### src/rtl/cv32e40p_ft_pkg.sv
// Shared types for the EX-stage replica fault manager.
// Redundancy modes are ordered so that degradation only ever increases the value.
package cv32e40p_ft_pkg;

  typedef enum logic [1:0] {
    RED_TMR     = 2'b00,
    RED_DMR     = 2'b01,
    RED_SIMPLEX = 2'b10,
    RED_DEAD    = 2'b11
  } red_mode_e;

  localparam int unsigned CLASS_ALU  = 0;
  localparam int unsigned CLASS_MULT = 1;

  function automatic red_mode_e mode_for(input int unsigned healthy);
    red_mode_e m;
    m = RED_DEAD;
    unique case (1'b1)
      healthy >= 3: m = RED_TMR;
      healthy == 2: m = RED_DMR;
      healthy == 1: m = RED_SIMPLEX;
      default:      m = RED_DEAD;
    endcase
    return m;
  endfunction

endpackage

### src/rtl/cv32e40p_redundancy_manager_if.sv
// Voter/replica-pipe side bundle of the redundancy manager.
// master = core/voter side, slave = the manager itself.
interface cv32e40p_redundancy_manager_if #(
  parameter int unsigned N_REPLICA = 4,
  parameter int unsigned N_CLASS   = 2
);

  logic [N_CLASS-1:0]           op_done_i;
  logic [N_CLASS*N_REPLICA-1:0] mismatch_i;
  logic [N_CLASS-1:0]           busy_i;
  logic                         clear_i;
  logic [N_CLASS*N_REPLICA-1:0] active_o;
  logic [N_CLASS*2-1:0]         mode_o;
  logic [N_CLASS*N_REPLICA-1:0] perm_fault_o;
  logic                         fault_irq_o;
  logic [N_CLASS-1:0]           dead_o;

  modport master (
    output op_done_i, mismatch_i, busy_i, clear_i,
    input  active_o, mode_o, perm_fault_o,
    input  fault_irq_o, dead_o
  );

  modport slave (
    input  op_done_i, mismatch_i, busy_i, clear_i,
    output active_o, mode_o, perm_fault_o,
    output fault_irq_o, dead_o
  );

endinterface

### src/rtl/cv32e40p_replica_health.sv
// Per-class health tracker: leaky-bucket error counters, sticky faults,
// and the deferred active-replica / redundancy-mode selection.
module cv32e40p_replica_health
  import cv32e40p_ft_pkg::*;
#(
  parameter int unsigned N_REPLICA   = 4,
  parameter int unsigned CNT_W       = 4,
  parameter int unsigned PERM_THRESH = 8,
  parameter int unsigned DECAY_OPS   = 16
) (
  input  logic                 clk,
  input  logic                 rst_n,
  input  logic                 op_done,
  input  logic [N_REPLICA-1:0] mismatch,
  input  logic                 busy,
  input  logic                 clear,
  output logic [N_REPLICA-1:0] active,
  output red_mode_e            mode,
  output logic [N_REPLICA-1:0] perm_fault,
  output logic                 new_fault
);

  localparam int unsigned DW = $clog2(DECAY_OPS + 1);

  localparam logic [CNT_W-1:0] CNT_MAX = '1;
  localparam logic [CNT_W-1:0] THRESH  = CNT_W'(PERM_THRESH);
  localparam logic [DW-1:0]    OPS_END = DW'(DECAY_OPS - 1);
  localparam logic [N_REPLICA-1:0] RST_ACT = N_REPLICA'(3'b111);

  logic [CNT_W-1:0]     cnt_q [N_REPLICA];
  logic [DW-1:0]        ops_q;
  logic [N_REPLICA-1:0] hit;
  logic [N_REPLICA-1:0] over;
  logic [N_REPLICA-1:0] tgt_active;
  red_mode_e            tgt_mode;
  int unsigned          n_ok;
  logic                 decay;

  always_comb begin
    hit   = mismatch & ~perm_fault & {N_REPLICA{op_done}};
    decay = op_done && !(|hit) && (ops_q == OPS_END);
    over  = '0;
    for (int r = 0; r < N_REPLICA; r++) begin
      over[r] = cnt_q[r] >= THRESH;
    end
  end

  // Lowest three healthy replicas are kept running, the rest are gated.
  always_comb begin
    n_ok       = 0;
    tgt_active = '0;
    for (int r = 0; r < N_REPLICA; r++) begin
      if (!perm_fault[r]) begin
        if (n_ok < 3) tgt_active[r] = 1'b1;
        n_ok = n_ok + 1;
      end
    end
    tgt_mode = mode_for(n_ok);
  end

  always_ff @(posedge clk or negedge rst_n) begin
    if (!rst_n) begin
      for (int r = 0; r < N_REPLICA; r++) cnt_q[r] <= '0;
      ops_q      <= '0;
      perm_fault <= '0;
      new_fault  <= 1'b0;
      active     <= RST_ACT;
      mode       <= RED_TMR;
    end else if (clear) begin
      for (int r = 0; r < N_REPLICA; r++) cnt_q[r] <= '0;
      ops_q      <= '0;
      perm_fault <= '0;
      new_fault  <= 1'b0;
      active     <= RST_ACT;
      mode       <= RED_TMR;
    end else begin
      new_fault  <= |(over & ~perm_fault);
      perm_fault <= perm_fault | over;
      if (op_done) begin
        if (|hit || ops_q == OPS_END) ops_q <= '0;
        else ops_q <= ops_q + DW'(1);
      end
      for (int r = 0; r < N_REPLICA; r++) begin
        if (hit[r]) begin
          if (cnt_q[r] != CNT_MAX) cnt_q[r] <= cnt_q[r] + CNT_W'(1);
        end else if (decay && !perm_fault[r] && cnt_q[r] != '0) begin
          cnt_q[r] <= cnt_q[r] - CNT_W'(1);
        end
      end
      // Target follows sticky faults, so holding while busy loses nothing.
      if (!busy) begin
        active <= tgt_active;
        if (tgt_mode > mode) mode <= tgt_mode;
      end
    end
  end

endmodule

### src/rtl/cv32e40p_redundancy_manager.sv
// EX-stage replica fault manager: one health tracker per op class,
// plus the shared permanent-fault interrupt pulse.
module cv32e40p_redundancy_manager
  import cv32e40p_ft_pkg::*;
#(
  parameter int unsigned N_REPLICA   = 4,
  parameter int unsigned N_CLASS     = 2,
  parameter int unsigned CNT_W       = 4,
  parameter int unsigned PERM_THRESH = 8,
  parameter int unsigned DECAY_OPS   = 16
) (
  input logic clk,
  input logic rst_n,
  cv32e40p_redundancy_manager_if.slave bus
);

  logic [N_CLASS*N_REPLICA-1:0] active_w;
  logic [N_CLASS*N_REPLICA-1:0] perm_w;
  logic [N_CLASS*2-1:0]         mode_w;
  logic [N_CLASS-1:0]           dead_w;
  logic [N_CLASS-1:0]           new_fault;
  logic                         irq_q;

  for (genvar c = 0; c < N_CLASS; c++) begin : g_class
    red_mode_e mode_c;

    cv32e40p_replica_health #(
      .N_REPLICA   (N_REPLICA),
      .CNT_W       (CNT_W),
      .PERM_THRESH (PERM_THRESH),
      .DECAY_OPS   (DECAY_OPS)
    ) u_health (
      .clk        (clk),
      .rst_n      (rst_n),
      .op_done    (bus.op_done_i[c]),
      .mismatch   (bus.mismatch_i[c*N_REPLICA +: N_REPLICA]),
      .busy       (bus.busy_i[c]),
      .clear      (bus.clear_i),
      .active     (active_w[c*N_REPLICA +: N_REPLICA]),
      .mode       (mode_c),
      .perm_fault (perm_w[c*N_REPLICA +: N_REPLICA]),
      .new_fault  (new_fault[c])
    );

    assign mode_w[2*c +: 2] = mode_c;
    assign dead_w[c]        = (mode_c == RED_DEAD);
  end

  // One pulse no matter how many replicas failed together.
  always_ff @(posedge clk or negedge rst_n) begin
    if (!rst_n) irq_q <= 1'b0;
    else if (bus.clear_i) irq_q <= 1'b0;
    else irq_q <= |new_fault;
  end

  assign bus.active_o     = active_w;
  assign bus.perm_fault_o = perm_w;
  assign bus.mode_o       = mode_w;
  assign bus.dead_o       = dead_w;
  assign bus.fault_irq_o  = irq_q;

endmodule

### src/flat_wrapper.sv
// flat-port wrapper written by rule: the top's interface ports become plain ports
module cv32e40p_redundancy_manager_flat import cv32e40p_ft_pkg::*;
#(
  parameter int unsigned N_REPLICA   = 4,
  parameter int unsigned N_CLASS     = 2,
  parameter int unsigned CNT_W       = 4,
  parameter int unsigned PERM_THRESH = 8,
  parameter int unsigned DECAY_OPS   = 16
)
  (clk, rst_n, bus_op_done_i, bus_mismatch_i, bus_busy_i, bus_clear_i, bus_active_o, bus_mode_o, bus_perm_fault_o, bus_fault_irq_o, bus_dead_o);
  cv32e40p_redundancy_manager_if #(.N_REPLICA(N_REPLICA), .N_CLASS(N_CLASS)) bus_i ();
  input logic clk;
  input logic rst_n;
  input wire logic [$bits(bus_i.op_done_i)-1:0] bus_op_done_i;
  input wire logic [$bits(bus_i.mismatch_i)-1:0] bus_mismatch_i;
  input wire logic [$bits(bus_i.busy_i)-1:0] bus_busy_i;
  input wire logic [$bits(bus_i.clear_i)-1:0] bus_clear_i;
  output wire logic [$bits(bus_i.active_o)-1:0] bus_active_o;
  output wire logic [$bits(bus_i.mode_o)-1:0] bus_mode_o;
  output wire logic [$bits(bus_i.perm_fault_o)-1:0] bus_perm_fault_o;
  output wire logic [$bits(bus_i.fault_irq_o)-1:0] bus_fault_irq_o;
  output wire logic [$bits(bus_i.dead_o)-1:0] bus_dead_o;
  assign bus_i.op_done_i = bus_op_done_i;
  assign bus_i.mismatch_i = bus_mismatch_i;
  assign bus_i.busy_i = bus_busy_i;
  assign bus_i.clear_i = bus_clear_i;
  assign bus_active_o = bus_i.active_o;
  assign bus_mode_o = bus_i.mode_o;
  assign bus_perm_fault_o = bus_i.perm_fault_o;
  assign bus_fault_irq_o = bus_i.fault_irq_o;
  assign bus_dead_o = bus_i.dead_o;
  cv32e40p_redundancy_manager #(.N_REPLICA(N_REPLICA), .N_CLASS(N_CLASS), .CNT_W(CNT_W), .PERM_THRESH(PERM_THRESH), .DECAY_OPS(DECAY_OPS)) u_core (.clk(clk), .rst_n(rst_n), .bus(bus_i));
endmodule
### config.mk
export PLATFORM = sky130hd
export DESIGN_NAME = cv32e40p_redundancy_manager_flat
export DESIGN_NICKNAME = d
export VERILOG_FILES = /design/src/rtl/cv32e40p_ft_pkg.sv /design/src/rtl/cv32e40p_redundancy_manager_if.sv /design/src/rtl/cv32e40p_replica_health.sv /design/src/rtl/cv32e40p_redundancy_manager.sv /design/src/flat_wrapper.sv
export SDC_FILE = /design/constraint.sdc
export NUM_CORES = 1
export LEC_CHECK = 0
export CORE_UTILIZATION = 40
export DETAILED_ROUTE_END_ITERATION = 7
export DONT_BUFFER_PORTS = 1
export PLACE_DENSITY_LB_ADDON = 0.08
export SLEW_MARGIN = 10
export SYNTH_ARGS = -nofsm -noshare
export SYNTH_HDL_FRONTEND = slang
export SYNTH_SLANG_ARGS = --single-unit
### constraint.sdc
create_clock -name clk -period 3.1 [get_ports clk]
set_input_delay 0.62 -clock clk [delete_from_list [all_inputs] [get_ports clk]]
set_output_delay 0.62 -clock clk [all_outputs]
set_load 0.02 [all_outputs]
After elaboration in Yosys (flattened, before gate mapping). Index checks and enable logic that the tools add are counted.

Register bits after elaboration: 65. Bits of input ports: 15. Word-level logic and storage cells: 235. Output and inout port bits: 23.

Muxes and demuxes: 71. $lt $le $gt $ge: 18. Equality and inequality tests: 26. Bitwise gates (word level): 10. Add/subtract/negate cells: 24. Reductions and logical operators: 67.

Operators by type and width (count): 32-bit by 1-bit adder with 32-bit output, second input constant (6); 32-bit by 2-bit less-than comparator with 1-bit output, second input constant (6); 32-bit 2-to-1 mux (6); 4-bit 2-to-1 mux (30); 32-bit by 1-bit equality test with 1-bit output, second input constant (2); 32-bit by 2-bit equality test with 1-bit output, second input constant (2); 32-bit by 2-bit greater-or-equal comparator with 1-bit output, second input constant (2); 4-bit by 1-bit adder with 4-bit output, second input constant (8); 4-bit greater-or-equal comparator, second input constant (8); 16-bit 2-to-1 mux (2); 4-bit inequality test, second input constant (8); 4-bit nonzero test (8); 4-bit by 1-bit subtractor with 4-bit output, second input constant (8); 5-bit 2-to-1 mux (6); 4-bit AND (6); 3-bit by 2-bit inequality test with 1-bit output, second input constant (8); 3-bit nonzero test (8); 1-bit logical AND (20); 2-bit AND reduction (10); 1-bit 2-to-1 mux (19); 4-bit OR reduction (4); 2-bit 2-to-1 mux (6); 2-bit one-hot mux with 3 select lines (2); 5-bit by 1-bit adder with 5-bit output, second input constant (2); 10 further kinds (29).

Depth between registers and ports, before layout.
Word-level depth: 13. Depth in mapped cells: 15. Gate-level depth less buffers: 15.

Hierarchy. A second synthesis with hierarchy kept.

Cells, all modules: 428. Area, all modules: 4267.8 sq um.

By module, submodules not included: cv32e40p_replica_health at u_core.g_class[0].u_health (sequential area each 804.5 sq um, cells an instance 215, area an instance 2114.5 sq um, times used 1); cv32e40p_replica_health at u_core.g_class[1].u_health (sequential area each 804.5 sq um, cells an instance 209, area an instance 2105.8 sq um, times used 1); cv32e40p_redundancy_manager (sequential area each 25.0 sq um, cells an instance 4, area an instance 47.5 sq um, times used 1).

Worst setup path after synthesis. Ideal clock, no wire load.

Path kind: flip-flop to flip-flop. Start: register u_core.g_class[1].u_health.perm_fault[0]. End: register u_core.g_class[1].u_health.mode[1]. Clock period less this slack: 3.061 ns. Setup time: 0.094 ns. Arrival: 2.967 ns. Stages on the path, launching flop included: 15. Slack: 0.039 ns. Path buffers: 0. Data required time: 3.006 ns. Cell sequence: dfrtp_1 > inv_1 > ha_1 > xor2_1 > inv_1 > ha_1 > inv_1 > ha_1 > or3_1 > o31ai_1 > ha_1 > nor2b_1 > o21ai_0 > nor2_1 > a211oi_1.

Longest elaborated chain between the ends: 12. Elaborated cells on any way between the ends: 17. Those cells by class: 3 x add/sub; 2 x order compare; 2 x eq/ne; 8 x mux; 2 x reduce/logical.

RTL lines: start, declared (RTL line cv32e40p_replica_health.sv:19) `output logic [N_REPLICA-1:0] perm_fault,`; start signal, assigned (RTL line cv32e40p_replica_health.sv:78) `perm_fault <= perm_fault | over;`; 1-bit 2-to-1 mux * (RTL line cv32e40p_replica_health.sv:53) `if (!perm_fault[r]) begin`; 32-bit by 1-bit adder with 32-bit output (RTL line cv32e40p_replica_health.sv:55) `n_ok = n_ok + 1;`; 32-bit 2-to-1 mux * (RTL line cv32e40p_replica_health.sv:53); 32-bit by 1-bit adder with 32-bit output (RTL line cv32e40p_replica_health.sv:55); 32-bit 2-to-1 mux * (RTL line cv32e40p_replica_health.sv:53); 32-bit by 1-bit adder with 32-bit output (RTL line cv32e40p_replica_health.sv:55); 32-bit 2-to-1 mux * (RTL line cv32e40p_replica_health.sv:53); 32-bit by 2-bit greater-or-equal comparator with 1-bit output (tied with other cells) (RTL line cv32e40p_ft_pkg.sv:19) `healthy >= 3: m = RED_TMR;`; 2-bit one-hot mux with 3 select lines * (RTL line cv32e40p_ft_pkg.sv:18) `unique case (1'b1)`; 2-bit greater-than comparator or 2-bit 2-to-1 mux (tied branches) (RTL line cv32e40p_replica_health.sv:93) `if (tgt_mode > mode) mode <= tgt_mode;`; 2-bit nonzero test (no line) or 2-bit 2-to-1 mux (tied branches); 2-bit AND reduction (no line) or 2-bit 2-to-1 mux (tied branches); end signal, assigned (RTL line cv32e40p_replica_health.sv:93); end, declared (RTL line cv32e40p_replica_health.sv:18) `output red_mode_e mode,`.

Every way passes the cells marked *; elsewhere a longest branch is shown, timed or not. The select of a mux whose other input is x is not followed. A chain may end at the register's enable or synchronous reset.

Worst setup path after layout. Ends and elaborated chain as after synthesis.

==> out/qor.yml <==
run_status:
  run_status: "finished clean"
synthesis:
  synthDistinctLibCells: 43
  syn_inst: 426
  ys_ff_latch: 65
  ys_seq_area_frac: 0.388
  syn_avg_cell_area_um2: 9.89
  syn_nets: 481
  yosysTopAreaCellShare: 0.350
  synth_flop_cell: "dfrtp_1"
  synthArstFlopShare: 1.00
  yosysTopAreaCell: "dfrtp_1"
  syn_area_mm2: 0.00421
  synth_edf_count: 0
  ys_warn_count: 0
  synthTopCellsByArea: "dfrtp_1, ha_1, nor2_1, o31ai_4, fa_1"
power:
  power_density_mw_per_mm2: 502
  p_int_mw: 1.53
  clockPowerShare: 0.295
  share_seq_of_total_power: 0.458
  pwr-share-comb: 0.247
  p_switching_uw: 757
  ir_worst_vdd_v: 0.000232
  cellLeakagePower_nw: 1.93
  p_sw_frac: 0.331
critical_path:
  cp_slowest_cell: "dfrtp_1"
  crit_path_max_incr_delay_ns: 0.34
  cp_common_cell: "ha_1"
  reg2reg_to: "u_core.g_class[1].u_health.mode[1]"
  path_class: "reg -> reg"
  worstPathArrival_ns: 3.11
  critPathLaunchType: "flip-flop"
  r2r_cells: 14
  reg2reg_slack_ns: 0.24
  cp_data_required_time_ns: 3.36
  end_kind: "flip-flop"
  crit_path_cell_trace: "inv_1 > ha_1 > xor2_1 > inv_1 > ha_1 > inv_1 > ha_1 > or3_1 > o31ai_1 > ha_1 > nor2b_1 > o21ai_2 > nor2_1 > a211oi_1"
  timing.rr.start: "u_core.g_class[1].u_health.perm_fault[0]"
  critPathMaxFanout: 4
die:
  fp.dieH_um: 105
  die_w_um: 105
  std_cell_rows: 37
  pin_count: 38
  start_util: 0.410
  core_area_mm2: 0.0103
  dieArea_mm2: 0.0109
place:
  io_buffers: 0
  placed_area_mm2: 0.00434
  hpwl_mm: 5.85
  routabilityCongestion: 0.756
route:
  wl_met3_um: 329
  drt_iter0_drc: 76
  first_pass_iters: 4
  highest_layer: "met4"
  postRouteWirelength_mm: 8.48
  vias_per_cell: 5.42
  drc: 0
  route.met2.wl_mm: 4.08
  drtAntennaViolNets: 0
  routedWlPerCell_um: 14.9
  m1WireLength_mm: 3.96
  vias: 3080
hold_path:
  hp-class: "in -> async"
cts:
  clk_path_buf_depth: 2
  cts_max_level: 3
  clkSinkCount: 65
  clk_pin_slew_ns: 0.07
  cts_setup_buffers: 0
  clk_latency_ns: 0.35
  cts_tree: "yes"
  numCtsBuffers: 9
  ctsRootBufferMaster: "clkbuf_8"
timing:
  drv_slew: 0
  hold_viol_final: 0
  fin_tns_setup_ns: 0
  final.min_clock_period_ns: 2.86
  final.setup_skew_ns: 0.0115
  rsz0062_at_grt: "false"
  tightest_slew_ns: 0.686
  maxSlewHeadroom: 0.536
  setup_viol: 0
  fmax_ghz: 0.350
  fin_crit_sh: 0.921
final_layout:
  layout-drive-gt1-share: 0.111
  utilization: 0.443
  layout_commonest_cell: "nor2_1"
  final_cell_mix: "nor2_1, dfrtp_1, ha_1, a21oi_1, inv_1"
  fin_nets: 483
  antenna_cells: 0
  syn_to_final_growth_pct: 8.11
  finalInstanceArea_mm2: 0.00455
grt:
  grt_overflow_total: 0
  grt_pass1_vias: 3061
  grt_pass1_wl_mm: 14.8
  grt_use_total: 0.171
  grt_antenna_before_repair: 0
  grt_max_degree: 70
run:
  cap_violations: 0
## synth_stat cells, types with 2 or more instances
cell type and instances:
a2111o_1 2, nand3b_1 10, buf_2 3, a211oi_1 10
and2_1 2, nand3_1 9, nor2b_1 13, mux2_2 9
xor2_1 3, dfrtp_1 59, o31ai_1 2, a211o_1 6
a21o_1 2, nor3_1 11, nand2_1 16, a41o_1 8
mux2i_1 10, o31ai_4 8, inv_1 21, o21a_1 2
buf_6 2, a31oi_1 9, a21oi_1 29, xnor2_1 16
and3_1 2, o41ai_1 8, fa_1 8, o21ai_0 10
a221oi_1 2, clkbuf_1 9, o22ai_1 2, dfstp_2 6
buf_4 2, nor2_1 75, ha_1 32
## sequential cells by signal, summed over array words and instances (netlist names)
register and count:
u_core.g_class.u_health.cnt_q 32, u_core.g_class.u_health.mode 4, u_core.g_class.u_health.new_fault 2, u_core.g_class.u_health.active 8
u_core.bus.fault_irq_o 1, u_core.g_class.u_health.perm_fault 8, u_core.g_class.u_health.ops_q 10
## power groups by stage
| stage | logic, mW | clock network [mW] | registers (mW) |
|---|---|---|---|
| floorplan | 0.463 | 0 | 1.05 |
| global route | 0.655 | 0.744 | 1.06 |
| CTS | 0.563 | 0.706 | 1.05 |
| finish | 0.565 | 0.675 | 1.05 |
| global placement | 0.524 | 0 | 1.06 |
| detailed placement | 0.538 | 0 | 1.06 |
## cell families (layout without fill, tap and decap cells)
family | Yosys count | count (layout) | share of synthesized area
AO/OA/AOI/OAI | 103 | 103 | 0.195
AND/OR/NAND/NOR | 142 | 142 | 0.156
adder cells (fa/ha/maj) | 40 | 40 | 0.133
XOR/XNOR | 19 | 19 | 0.0395
buffers and inverters | 38 | 44 | 0.0401
flip-flops | 65 | 65 | 0.388
multiplexers | 19 | 19 | 0.0478
## worst max-delay path by stage
stage	from	end	slack [ns]	depth (start not counted)
6_report	u_core.g_class[1].u_health.perm_fault[0]	u_core.g_class[1].u_health.mode[1]	0.24	14
5_1_grt	u_core.g_class[1].u_health.perm_fault[0]	u_core.g_class[1].u_health.mode[0]	0.01	15
4_1_cts	u_core.g_class[1].u_health.perm_fault[0]	u_core.g_class[1].u_health.mode[1]	0.08	14
3_5_place_dp	u_core.g_class[1].u_health.perm_fault[0]	u_core.g_class[1].u_health.mode[1]	0.1	14
3_3_place_gp	u_core.g_class[1].u_health.perm_fault[0]	u_core.g_class[1].u_health.mode[1]	0.18	14
2_1_floorplan	u_core.g_class[1].u_health.perm_fault[0]	u_core.g_class[1].u_health.mode[1]	0.04	14
## repair_timing
item / 4_1_cts / 5_1_grt
endpoints found under the hold margin: 59 / 0
hold buffers: 1 / 0
setup endpoints to repair: 0 / 4
gates resized for setup: 0 / 3
## routing by layer
layer,vias up,GRT usage
met5,-,0
met4,0,0.0704
met3,6,0.0493
met2,36,0.282
met1,1502,0.208
li1,1536,-
## through the flow
stage	worst slack (ns)	instances	power, mW	hold WS [ns]
2_1_floorplan	0.0391	426	1.51	0.324
3_3_place_gp	0.180	552	1.59	0.326
3_5_place_dp	0.0965	552	1.60	0.326
4_1_cts	0.0787	568	2.32	0.0870
5_1_grt	0.0143	568	2.46	0.0797
6_report	0.245	568	2.29	0.110
## worst max-delay path: cells and delay by family (launching register included)
kind                     cells  cell delay (ns)
XOR/XNOR                     1             0.22
AND/OR/NAND/NOR              3             0.51
buffers and inverters        3             0.18
AO/OA/AOI/OAI                3             0.47
adder cells (fa/ha/maj)      4             1.03
flip-flops                   1             0.34
## final cells by class
class	instances	area (µm²)
clock buffer	13	169
tap	136	170
multi-input combinational	323	2410
sequential	65	1630
fill	1024	5720
inverter	22	82.6
timing repair buffer	7	72.6
clock inverter	2	12.5
Note: power is estimated with default switching activity, not from simulation.
